File: config.mk
export PLATFORM = sky130hd
export DESIGN_NAME = nibble_seq_matcher_flat
export DESIGN_NICKNAME = d
export VERILOG_FILES = /design/src/rtl/nibble_seq_matcher_pkg.sv /design/src/rtl/nibble_seq_matcher_if.sv /design/src/rtl/nibble_seq_matcher_comp4.sv /design/src/rtl/nibble_seq_matcher.sv /design/src/flat_wrapper.sv
export SDC_FILE = /design/constraint.sdc
export NUM_CORES = 1
export LEC_CHECK = 0
export CAP_MARGIN = 40
export CORE_MARGIN = 2
export CORE_UTILIZATION = 35
export CTS_CLUSTER_SIZE = 40
export DETAILED_ROUTE_END_ITERATION = 16
export GPL_TIMING_DRIVEN = 0
export PLACE_DENSITY = 0.62
export SLEW_MARGIN = 10
export SYNTH_ARGS = -nofsm -noshare
export SYNTH_HDL_FRONTEND = slang
export SYNTH_SLANG_ARGS = --single-unit
File: constraint.sdc
create_clock -name clk -period 2.4 [get_ports clk]
set_input_delay 0.48 -clock clk [delete_from_list [all_inputs] [get_ports clk]]
set_output_delay 0.48 -clock clk [all_outputs]
set_load 0.005 [all_outputs]
File: src/rtl/nibble_seq_matcher_pkg.sv
// Shared types and constants for the nibble sequence matcher.
// The MATCH_COUNT_EN build option uses MATCH_CNT_W/MATCH_CNT_MAX.
package nibble_seq_matcher_pkg;

    localparam int unsigned NIBBLE_W = 4;
    typedef logic [NIBBLE_W-1:0] nibble_t;

    localparam int unsigned MATCH_CNT_W = 8;
    localparam logic [MATCH_CNT_W-1:0] MATCH_CNT_MAX = 8'd255;

    function automatic int unsigned idx_w(input int unsigned key_len);
        return (key_len <= 1) ? 1 : $clog2(key_len);
    endfunction

endpackage

File: src/rtl/nibble_seq_matcher_if.sv
// Stream/key/result bundle for nibble_seq_matcher.
// match_count is present only when MATCH_COUNT_EN is defined.
interface nibble_seq_matcher_if #(
    parameter int unsigned KEY_LEN = 4
);
    localparam int unsigned IDX_W = nibble_seq_matcher_pkg::idx_w(KEY_LEN);

    logic                    key_load;
    logic [4*KEY_LEN-1:0]    key_in;
    nibble_seq_matcher_pkg::nibble_t din;
    logic                    din_valid;
    logic                    match;
    logic [IDX_W-1:0]        progress;
`ifdef MATCH_COUNT_EN
    logic [nibble_seq_matcher_pkg::MATCH_CNT_W-1:0] match_count;
`endif

    modport master (
        output key_load, key_in, din, din_valid,
        input  match, progress
`ifdef MATCH_COUNT_EN
        , input match_count
`endif
    );

    modport slave (
        input  key_load, key_in, din, din_valid,
        output match, progress
`ifdef MATCH_COUNT_EN
        , output match_count
`endif
    );

endinterface

File: src/rtl/nibble_seq_matcher_comp4.sv
// comp4: 4-bit unsigned equality comparator.
module comp4 (
    input  logic [3:0] a_i,
    input  logic [3:0] b_i,
    output logic       eq_o
);

    assign eq_o = (a_i == b_i);

endmodule

File: src/rtl/nibble_seq_matcher.sv
// Streaming nibble sequence detector with simple-restart (non-KMP) matching.
// Define MATCH_COUNT_EN to add the saturating match_count output.
module nibble_seq_matcher
    import nibble_seq_matcher_pkg::*;
#(
    parameter int unsigned KEY_LEN = 4
) (
    input  logic clk,
    input  logic rst_n,
    nibble_seq_matcher_if.slave bus
);

    localparam int unsigned IDX_W = idx_w(KEY_LEN);
    localparam logic [IDX_W-1:0] IDX_LAST = IDX_W'(KEY_LEN - 1);

    logic [4*KEY_LEN-1:0] key_q, key_d;
    logic [IDX_W-1:0]     idx_q, idx_d;
    logic                 match_q, match_d;
    nibble_t              key_nib [KEY_LEN];
    nibble_t              key_cur;
    logic                 eq_cur, eq_first;

    for (genvar g = 0; g < KEY_LEN; g++) begin : g_nib
        assign key_nib[g] = key_q[g*NIBBLE_W +: NIBBLE_W];
    end

    always_comb begin
        key_cur = key_nib[0];
        for (int unsigned i = 0; i < KEY_LEN; i++) begin
            if (idx_q == IDX_W'(i)) key_cur = key_nib[i];
        end
    end

    comp4 u_comp_cur (
        .a_i  (bus.din),
        .b_i  (key_cur),
        .eq_o (eq_cur)
    );

    comp4 u_comp_first (
        .a_i  (bus.din),
        .b_i  (key_nib[0]),
        .eq_o (eq_first)
    );

    always_comb begin
        key_d   = key_q;
        idx_d   = idx_q;
        match_d = 1'b0;
        if (bus.key_load) begin
            key_d = bus.key_in;
            idx_d = '0;
        end else if (bus.din_valid) begin
            if (eq_cur) begin
                if (idx_q == IDX_LAST) begin
                    match_d = 1'b1;
                    idx_d   = '0;
                end else begin
                    idx_d = idx_q + IDX_W'(1);
                end
            end else begin
                // Restart: only a one-nibble prefix is recovered.
                idx_d = eq_first ? IDX_W'(1) : '0;
            end
        end
    end

`ifdef MATCH_COUNT_EN
    logic [MATCH_CNT_W-1:0] cnt_q, cnt_d;

    always_comb begin
        cnt_d = cnt_q;
        if (bus.key_load) begin
            cnt_d = '0;
        end else if (match_d && (cnt_q != MATCH_CNT_MAX)) begin
            cnt_d = cnt_q + MATCH_CNT_W'(1);
        end
    end

    assign bus.match_count = cnt_q;
`endif

    always_ff @(posedge clk or negedge rst_n) begin
        if (!rst_n) begin
            key_q   <= '0;
            idx_q   <= '0;
            match_q <= 1'b0;
`ifdef MATCH_COUNT_EN
            cnt_q   <= '0;
`endif
        end else begin
            key_q   <= key_d;
            idx_q   <= idx_d;
            match_q <= match_d;
`ifdef MATCH_COUNT_EN
            cnt_q   <= cnt_d;
`endif
        end
    end

    assign bus.match    = match_q;
    assign bus.progress = idx_q;

endmodule

File: src/flat_wrapper.sv
// flat-port wrapper written by rule: the top's interface ports become plain ports
module nibble_seq_matcher_flat import nibble_seq_matcher_pkg::*;
#(
    parameter int unsigned KEY_LEN = 4
)
  (clk, rst_n, bus_key_load, bus_key_in, bus_din, bus_din_valid, bus_match, bus_progress);
  nibble_seq_matcher_if #(.KEY_LEN(KEY_LEN)) bus_i ();
  input  logic clk;
  input  logic rst_n;
  input wire logic [$bits(bus_i.key_load)-1:0] bus_key_load;
  input wire logic [$bits(bus_i.key_in)-1:0] bus_key_in;
  input wire logic [$bits(bus_i.din)-1:0] bus_din;
  input wire logic [$bits(bus_i.din_valid)-1:0] bus_din_valid;
  output wire logic [$bits(bus_i.match)-1:0] bus_match;
  output wire logic [$bits(bus_i.progress)-1:0] bus_progress;
  assign bus_i.key_load = bus_key_load;
  assign bus_i.key_in = bus_key_in;
  assign bus_i.din = bus_din;
  assign bus_i.din_valid = bus_din_valid;
  assign bus_match = bus_i.match;
  assign bus_progress = bus_i.progress;
  nibble_seq_matcher #(.KEY_LEN(KEY_LEN)) u_core (.clk(clk), .rst_n(rst_n), .bus(bus_i));
endmodule
==> summary.md <==
| Metric | Value |
|---|---|
| Result of the run | `finished clean` |
| Starting DRT DRC Count | `12` |
| Dpl hpwl | `1540 um` |
| Post-DR vias/cell | `4.93` |
| Longest Clk Path Bufs | `2` |
| Maxcap violations | `0` |
| Crit path required time | `2.60 ns` |
| CP arrival | `2.25 ns` |
| Yosys warns | `0` |
| Final Wtd Congestion | `0.722` |
| Setup CP Type | `register to register` |
| First-pass GRT wire length | `3450 um` |
| Power per cell area | `491 mW/mm2` |
| Mean Syn Cell Area | `12.4 um2` |
| Tmin final | `2.05 ns` |
| Number of I/O port buffers | `25` |
| Fillers | `293` |
| I/O pin total | `27` |
| Dpl cell area | `0.00139 mm2` |
| Area leader, netlist | `dfrtp_1` |
| CTS Buf Count | `3` |
| Placeable Area | `0.00300 mm2` |
| Fmax | `488 MHz` |
| Register bit total from synthesis | `19` |
| Syn Std Cell Area | `0.00109 mm2` |
| CP max stage cell | `dfrtp_1` |
| CTS tree | `yes` |
| Final slew viol count | `0` |
| Worst setup EP type | `register` |
| Setup slack at placement | `0.0919 ns` |
| Largest net degree at the start of global routing | `13` |
| H-tree Lvls | `1` |
| Setup Skew | `0.00114 ns` |
| Drt pass-1 iters | `3` |
| Initial Util | `36.3%` |
| Layout cells sized above 1 | `19.5%` |
| Final core occ | `47.4%` |
| Reg clk slew, reported paths | `0.12 ns` |
| Critical path fanouts, max | `8` |
| Worst Hold Class | `input pin to asynchronous set/reset pin` |
| Total setup buffers inserted after CTS | `0` |
| Quantity of hold-fixing buffers added after cts | `0` |
| Gr usage total | `13.0%` |
| Drt total wl | `1950 um` |
| Ant diodes | `0` |
| Post_cts resized | `0` |
| Max-slew headroom | `62.4%` |
| Vias | `745` |
| VDD IR max | `0.370 mV` |
| Num rows | `20` |
| Die Footprint | `0.00358 mm2` |
| TNS Setup | `0 ns` |
| R2r startpoint | `u_core.bus.progress[0]` |
| Clk root buf | `clkbuf_4` |
| CTS Sinks | `19` |
| Leakage | `0.552 nW` |
| CP max stage delay | `0.45 ns` |
| Top-area cell type share of the netlist area | `43.6%` |
| Syn-to-layout area delta | `30.5%` |
| Overflow after GRT | `0` |
| Register area share after synthesis | `43.6%` |
| RSZ-0062 raised after global routing | `false` |
| Vias in the first global route | `752` |
| Fin. Hold Viols | `0` |
| R2R depth | `7` |
| Syn nets | `115` |
| Synth Instances | `88` |
| Die Wd | `59.8 um` |
| Final setup viols | `0` |
| Design area | `0.00142 mm2` |
| Synth area leaders | `dfrtp_1, xnor2_1, mux2_2` |
| Unique masters post-synth | `22` |
| Antenna violations before repair | `0` |
| Worst-path cell chain | `ha_1 > buf_6 > nor2b_4 > a22oi_1 > nor4_1 > o211ai_2 > mux2_4` |
| Crit path launch type | `register` |
| Worst-margin pin slew | `0.564 ns` |
| Drt wl/cell | `12.9 um` |
| Die height | `59.8 um` |
| Period utilization | `85.3%` |
| Post-route ant nets | `0` |
| Crit path from | `u_core.bus.progress[0]` |
| DRC violations left | `0` |
| Skew-Pair Late Insertion Delay | `0.30 ns` |
| Final nets | `146` |
| Final WS setup | `0.352 ns` |
## critical path, delay by kind of cell (launching register included)
family	cells	cell delay, ns
AOI/OAI and AO/OA	2	0.27
adders and majority gates	1	0.24
buffers and inverters	1	0.14
DFF	1	0.45
muxes	1	0.32
and+or+nand+nor	2	0.52
## metal layers
layer,global-route usage (%),share of wire [%]
met5,0,0
met4,1.90,0.51
met3,4.55,4.5
met1,17.0,48
met2,21.0,46
## logic make-up (layout without fill, tap and decap cells)
kind of cell             count (synthesis)  in the layout  synth area share (%)
flip-flops                              19             19                  43.6
multiplexers                            21             21                  21.6
XOR/XNOR                                16             16                  12.9
adder cells (fa/ha/maj)                  3              3                  3.44
buffers and inverters                    8             38                  4.82
AO/OA/AOI/OAI                            9              9                  7.81
AND/OR/NAND/NOR                         12             12                  5.86
## registers in the layout (all words and copies together), names as in the netlist
register             count
u_core.bus.match         1
u_core.bus.progress      2
u_core.key_q            16
## path summary, 6_finish.rpt
path                                          end  slack (ns)
hold reg to reg                   u_core.key_q[6]        0.52
min in group clk                  u_core.key_q[6]        0.52
setup reg to reg           u_core.bus.progress[0]        0.35
setup / recovery           u_core.bus.progress[0]        0.35
hold / removal                   u_core.key_q[14]        0.48
max in group asynchronous        u_core.bus.match        1.48
## power breakdown
| part | total [W] | switching [W] | internal [W] |
|---|---|---|---|
| Sequential | 0.000369 | 0.0000206 | 0.000348 |
| Clock | 0.000171 | 0.000107 | 0.0000635 |
| Combinational | 0.000159 | 0.0000590 | 0.000100 |
## cell usage after synthesis
library cell / n
nand2_1: 1
or3_1: 1
mux2i_1: 4
xor2_1: 3
nor3_1: 3
nor2_1: 5
o41ai_2: 1
a31oi_1: 1
ha_1: 3
mux2_4: 1
a22oi_2: 1
nor2b_4: 1
nor4_1: 1
xnor2_1: 13
inv_1: 3
dfrtp_1: 19
o211ai_2: 1
buf_6: 3
a22oi_1: 5
mux2_1: 6
clkbuf_1: 2
mux2_2: 10
## layout make-up
cell class	count	area (um2)	share of cell area [%]
Buffer	5	41.3	2.90
Clock buffer	3	22.5	1.58
Clock inverter	1	7.51	0.528
Inverter	3	11.3	0.792
Multi-Input combinational cell	61	562	39.5
Sequential cell	19	475	33.4
Tap cell	33	41.3	2.90
Timing Repair Buffer	26	262	18.4
## through the flow
| step | instances | hold WS, ns | total power [W] |
|---|---|---|---|
| after CTS | 151 | 0.479 | 0.000712 |
| final | 151 | 0.478 | 0.000699 |
| after detailed placement | 147 | 0.498 | 0.000538 |
| after floorplan | 88 | 0.184 | 0.000468 |
| after global placement | 146 | 0.493 | 0.000533 |
| after global routing | 151 | 0.476 | 0.000744 |
## cell usage in the layout (no fill, tap or decap), types with 2 or more instances in the layout
| master | count |
|---|---|
| clkdlybuf4s50_1 | 25 |
| dfrtp_1 | 19 |
| xnor2_1 | 13 |
| mux2_2 | 10 |
| mux2_1 | 6 |
| nor2_1 | 5 |
| a22oi_1 | 5 |
| buf_6 | 4 |
| mux2i_1 | 4 |
| inv_1 | 3 |
| nor3_1 | 3 |
| xor2_1 | 3 |
| ha_1 | 3 |
| clkbuf_4 | 3 |
| clkbuf_1 | 2 |
(Power assumes the default switching activity.)
